==> src/rtl/regfile_dump.sv <==
// regfile_dump: 32x32 register file with two bypassed read ports and a handshaked register-dump stream
module regfile_dump #(
  parameter int REG_NUM   = 32,
  parameter int DUMP_LAST = 31
) (
  input  logic        clk,
  input  logic        rst,
  input  logic        we,
  input  logic [4:0]  waddr,
  input  logic [31:0] wdata,
  input  logic        re1,
  input  logic [4:0]  raddr1,
  output logic [31:0] rdata1,
  input  logic        re2,
  input  logic [4:0]  raddr2,
  output logic [31:0] rdata2,
  input  logic        dump_start,
  output logic        dump_valid,
  input  logic        dump_ready,
  output logic [4:0]  dump_addr,
  output logic [31:0] dump_data,
  output logic        dump_busy,
  output logic        dump_done
);
  typedef enum logic {IDLE, RUN} state_t;
  localparam logic [4:0] LAST = 5'(DUMP_LAST);
  logic [31:0] regs_q [REG_NUM];
  state_t      state_q;
  logic [4:0]  idx_q;
  logic [4:0]  idx_d;
  logic [31:0] beat_d;
  // Register array: cleared on reset, r0 is never written so it stays zero
  always_ff @(posedge clk) begin
    if (rst) for (int i = 0; i < REG_NUM; i++) regs_q[i] <= '0;
    else if (we && waddr != 5'd0) regs_q[waddr] <= wdata;
  end
  // Read ports: zero when masked, writeback data forwarded on an address match
  always_comb begin
    rdata1 = (rst || !re1 || raddr1 == 5'd0) ? 32'd0 : (we && waddr == raddr1) ? wdata : regs_q[raddr1];
    rdata2 = (rst || !re2 || raddr2 == 5'd0) ? 32'd0 : (we && waddr == raddr2) ? wdata : regs_q[raddr2];
  end
  // Next beat: a write landing on the same edge as the load is captured
  always_comb begin
    idx_d  = idx_q + 5'd1;
    beat_d = (we && waddr == idx_d) ? wdata : regs_q[idx_d];
  end
  // Dump FSM with registered stream outputs; start is only honoured in IDLE
  always_ff @(posedge clk) begin
    if (rst) begin
      state_q    <= IDLE;
      idx_q      <= '0;
      dump_valid <= 1'b0;
      dump_busy  <= 1'b0;
      dump_done  <= 1'b0;
      dump_addr  <= '0;
      dump_data  <= '0;
    end else begin
      dump_done <= 1'b0;
      if (state_q == IDLE) begin
        if (dump_start) begin
          state_q    <= RUN;
          idx_q      <= '0;
          dump_valid <= 1'b1;
          dump_busy  <= 1'b1;
          dump_addr  <= '0;
          dump_data  <= '0;
        end
      end else if (dump_ready) begin
        if (idx_q == LAST) begin
          state_q    <= IDLE;
          dump_valid <= 1'b0;
          dump_busy  <= 1'b0;
          dump_done  <= 1'b1;
        end else begin
          idx_q     <= idx_d;
          dump_addr <= idx_d;
          dump_data <= beat_d;
        end
      end
    end
  end
endmodule

==> config.mk <==
export PLATFORM = sky130hd
export DESIGN_NAME = regfile_dump
export DESIGN_NICKNAME = d
export VERILOG_FILES = /design/src/rtl/regfile_dump.sv
export SDC_FILE = /design/constraint.sdc
export NUM_CORES = 2
export LEC_CHECK = 0
export ABC_AREA = 0
export BUFFER_PORTS_ARGS = -buffer_cell sky130_fd_sc_hd__buf_2
export CAP_MARGIN = 10
export CORE_MARGIN = 2
export CORE_UTILIZATION = 50
export DETAILED_ROUTE_END_ITERATION = 12
export PLACE_DENSITY = 0.66
export SETUP_SLACK_MARGIN = 0.4
export SYNTH_ARGS = -nofsm -noshare
export SYNTH_HDL_FRONTEND = slang
export SYNTH_SLANG_ARGS = --single-unit
==> constraint.sdc <==
create_clock -name clk -period 4.75 [get_ports clk]
set_input_delay 0.2375 -clock clk [delete_from_list [all_inputs] [get_ports clk]]
set_output_delay 0.2375 -clock clk [all_outputs]
set_load 0.01 [all_outputs]
# After elaboration in Yosys (flattened, before gate mapping)
# Memories as Yosys holds them, arrays and structs flattened.
# Index checks and enable logic that the tools add are counted.
# classes
addsub	1
n_eq_ne	7
muxes	30
bitwise	2
n_reduce_logical	18
# ops
cell	count
$mux 32	10
$reduce_or 32->1	1
$mux 5	5
$eq 5x5->1	3
$mux 1	15
$logic_not 5->1	2
$reduce_and 3->1	2
$add 5x1->5 const B	1
$eq 5x5->1 const B	1
$reduce_bool 5->1	1
$logic_and 1x1->1	4
$logic_or 1x1->1	4
$ne 2x2->1 const B	2
$reduce_or 3->1	1
$logic_not 1->1	2
$ne 2x1->1 const B	1
$not 1->1	2
$reduce_bool 2->1	1
# totals
reg_bits	40
ram_bits	1024
input_bits	54
output_inout_bits	104
word_cells	64
mem_count	1
# memory_table
name	depth	width	read_ports	rd_ports_with_merged_regs	wr	line_no	source
regs_q	32	32	3	0	32	27	logic [31:0] regs_q [REG_NUM];

# Depth between registers and ports, before layout
# logic_depth
ltp_word	7
depth_mapped	10

# Worst setup path before layout
# OpenSTA, ideal clock, no wires.
# synth_timing
path_type	reg-to-reg
from	register, netlist name dump_addr[0]
to	register dump_data[0]
setup_ns	0.091
t_arrival_ns	2.390
slack_ns	2.269
stages_incl_launch_ff	11
n_path_buf	3
cell_sequence	dfxtp_1 > ha_1 > and3_1 > ha_1 > and3b_1 > clkbuf_1 > nor2_1 > clkbuf_1 > clkbuf_1 > nand2_1 > a311oi_1
# synth_lines
element	line_no	source
end signal: assignment	77	dump_data <= beat_d;
end: declaration	21	output logic [31:0] dump_data,

# Final worst setup path
# layout_timing
from	input rst
to	output rdata2[14]
# layout_between
elab_chain_len	3
# layout_lines
element	line_no	source
start: declaration	7	input logic rst,
$logic_or 1x1->1 (2 in a row)	40	rdata2 = (rst || !re2 || raddr2 == 5'd0) ? 32'd0 : (we && waddr == raddr2) ? wdata : regs_q[raddr2];
$mux 32	40	
end: declaration	16	output logic [31:0] rdata2,
# Every way passes these cells.

==> flow_summary_export.csv <==
group,metric,value,unit
outcome,status,"completed",
synth,synth_top_area_share,46.3,%
setup_path,crit_top_cell,"buf_4",
timing,tightest_slew,1.40,ns
setup_path,slowest_delay,0.77,ns
synth,avgSynthCellArea,13.2,sq um
floorplanning,io_pins,158,
timing,setup_viol,0,
place,io_buffers,157,
setup_path,cp.required,4.51,ns
clock_network,root_buffer,"clkbuf_16",
detailed_routing,firstDrtPassIters,7,
synth,synthTopCellsByArea,"edfxtp_1 46%, mux4_2 18%, and2_1 9.4%",
pwr,p_leak,25.5,nW
floorplanning,dieArea,136000,sq um
clock_network,cts_buffer_depth,3,
global_route,use_met2,55.9,%
floorplanning,rows,133,
setup_path,path_cells,"dlygate4sd3_1 -> buf_4 -> nand2b_1 -> a41oi_4 -> buf_4 -> o21ai_0 -> nor3_1 -> buf_4 -> buf_2",
setup_path,cp-end-kind,"output pin",
synth,seq_area_frac_synth,47.6,%
floorplanning,start_util,50.4,%
timing,fmax,0.251,GHz
setup_path,start_kind,"primary input",
clock_network,clock_latency,0.76,ns
worst_hold_path,hold_start,"wdata[10]",
run,cap_violations,0,
setup_path,timing.rr.start,"dump_addr[0]$_SDFFE_PP0P_",
place,dp_hpwl,166000,um
synth,yosys_warnings,0,
clock_network,clk_pin_slew,0.06,ns
global_route,grt_antenna_before_repair,28,
clock_network,h-tree-depth,3,
setup_path,r2r_end,"dump_data[29]$_SDFFE_PP0P_",
synth,yosys.area.top_type,"edfxtp_1",
floorplanning,die_w,368,um
timing,finalHoldViolations,0,
timing,fin_crit_sh,83.9,%
detailed_routing,drtIter0Drc,9449,
finish,fin_nets,4993,
synth,postSynth.asyncResetShare,0,%
global_route,grt_max_degree,86,
synth,synth_ff_type,"edfxtp_1",
floorplanning,chipHeight,368,um
detailed_routing,post_drt_wl_per_cell,39.5,um
clock_network,cts_sinks,1064,
synth,ys_seq_elements,1064,
synth,yosysUniqueCellTypes,59,
setup_path,reg2reg_slack,0.86,ns
timing,slew_headroom,5.70,%
timing,hold_ws,0.181,ns
global_route,grt_pass1_vias,48900,
finish,syn_to_final_growth,10.9,%
timing,fin_crit,3.99,ns
timing,tns,0,ns
worst_hold_path,hold_depth,2,
worst_hold_path,min_to,"regs_q[7][10]$_SDFFCE_PN0P_",
global_route,top_usage_layer,"met2",
synth,synth_edf_count,1024,
floorplanning,core_area,132000,sq um
setup_path,worstPathArrival,3.75,ns
synth,synth_area,66300,sq um
pwr,powerDensity,337,nW/um^2
detailed_routing,final_antenna_net_count,0,
setup_path,critPathKind,"in -> out",
global_route,grt_pass1_wl,375000,um
worst_hold_path,min_path_type,"in -> reg",
finish,drive_gt1_share,25.0,%
setup_path,r2r_cells,8,
global_route,grt_usage,39.2,%
detailed_routing,drc,0,
setup_path,crit_fanout,23,
detailed_routing,routed_wl,269000,um
global_route,grt_overflow,0,
global_route,met3_usage,13.7,%
clock_network,cts_made_buffers,117,
setup_path,cp_slowest_cell,"nor3_1",
timing,rsz0062_at_grt,"no",
synth,synthCells,5008,
clock_network,cts_tree,"yes",
timing,skew,0.0200,ns
detailed_routing,vias,50900,
pwr,vdd_drop_max,319,uV
place,place.gp.congestion,1.02,
global_route,grt_use_met1,50.6,%
timing,final_max_slew_viol_count,0,
detailed_routing,via_per_inst,7.49,
[report_power, final]
part / internal [W] / total (W) / switching, W
logic: 0.00154 / 0.00396 / 0.00243
clock network: 0.00562 / 0.00962 / 0.00400
registers: 0.0108 / 0.0112 / 0.000425
total: 0.0180 / 0.0248 / 0.00685
[synth_stat cells, types with 9 or more instances]
cell and count:
a311oi_1 32, nor3_1 21, nor3b_1 32, o21ai_0 45, o221ai_1 28, nor4_1 32, o22ai_1 30, nand3_1 36
a22oi_1 129, a21oi_1 35, nand2_1 46, nor2_1 285, o211ai_1 33, mux4_2 517, edfxtp_1 1024, buf_1 16
xnor2_1 9, o311a_1 32, mux2i_1 491, a31oi_1 31, a41oi_1 32, buf_4 23, and2_1 995, a211oi_1 11
mux2_2 109, buf_2 143, o2111ai_1 37, or2_2 31, o2111a_1 39, dfxtp_1 40, clkbuf_1 396, a221oi_1 162
o211a_1 24
[metal layers]
layer | part of all wire, % | routed length, um
met5 | 0.21 | 573
met3 | 15 | 40200
met4 | 8.0 | 21400
met1 | 34 | 92800
met2 | 42 | 114000
[state kept, by name, summed over array words and instances (netlist names)]
register and count:
regs_q 1024, dump_data 32, dump_addr 5, dump_busy 1, dump_done 1, state_q 1
[critical path, delay by kind of cell]
kind / cells / cell delay [ns]
compound gates: 2 / 0.81
buf+inv: 5 / 1.57
simple gates: 2 / 1.12
[cell families (layout without fill, tap and decap cells)]
group	Yosys count	count (layout)	share of synthesized area (%)
compound gates	712	712	8.64
xor+xnor	19	19	0.296
fa+ha+maj	2	2	0.0377
buf+inv	585	581	3.71
flops	1064	1064	47.6
mux	1117	1117	26.8
other cells	1	43	0.00565
simple gates	1508	1508	13.0
[metrics by stage]
stage	instances	total power (W)	utilization (%)	instance area, sq um	worst slack [ns]
6_report	6801	0.0248	55.9	73600	0.763
3_5_place_dp	6567	0.0152	52.8	69600	1.17
3_3_place_gp	6567	0.0151	52.8	69600	1.19
4_1_cts	6788	0.0246	55.9	73600	1.09
5_1_grt	6791	0.0253	55.9	73600	0.790
2_1_floorplan	5039	0.0136	-	66500	2.27
[worst max path at each step]
stage	start	end	slack (ns)
finish	rst	rdata2[14]	0.76
global route	rst	rdata2[14]	0.79
CTS	rst	rdata2[14]	1.09
detailed placement	dump_addr[0]$_SDFFE_PP0P_	dump_data[29]$_SDFFE_PP0P_	1.17
global placement	dump_addr[0]$_SDFFE_PP0P_	dump_data[29]$_SDFFE_PP0P_	1.19
floorplan	dump_addr[0]$_SDFFE_PP0P_	dump_data[0]$_SDFFE_PP0P_	2.27
[timing repair]
action / CTS / global route
endpoints found under the hold margin: 14 / 0
buffers inserted: 0 / 0
hold buffers: 4 / 0
resized for setup: 0 / 0
[final cells by class]
cell class	instances	area, sq um
Antenna cell	11	27.5
Clock buffer	135	3070
Clock inverter	82	897
Fill cell	10500	58000
Inverter	7	27.5
Multi-Input combinational cell	3390	33000
Sequential cell	1064	31600
Tap cell	1755	2200
Timing Repair Buffer	357	2890
[cells in the final DEF, fill, tap and decap left out, types with 28 or more instances in the layout]
cell | netlist | routed
a21oi_1 | 35 | 33
a221oi_1 | 162 | 162
a22oi_1 | 129 | 129
a311oi_1 | 32 | 32
a31oi_1 | 31 | 31
a41oi_1 | 32 | 31
and2_1 | 995 | 993
buf_12 | 0 | 43
buf_2 | 143 | 150
buf_4 | 23 | 154
clkbuf_16 | 0 | 119
clkinv_2 | 0 | 29
conb_1 | 1 | 32
dfxtp_1 | 40 | 39
edfxtp_1 | 1024 | 1024
mux2_2 | 109 | 109
mux2i_1 | 491 | 491
mux4_2 | 517 | 517
nand2_1 | 46 | 43
nand3_1 | 36 | 36
nor2_1 | 285 | 247
nor2_4 | 0 | 38
nor3b_1 | 32 | 32
nor4_1 | 32 | 30
o2111a_1 | 39 | 39
o2111ai_1 | 37 | 37
o211ai_1 | 33 | 33
o21ai_0 | 45 | 45
o221ai_1 | 28 | 28
o22ai_1 | 30 | 30
o311a_1 | 32 | 32
or2_2 | 31 | 31
Note: power is estimated with default switching activity, not from simulation.
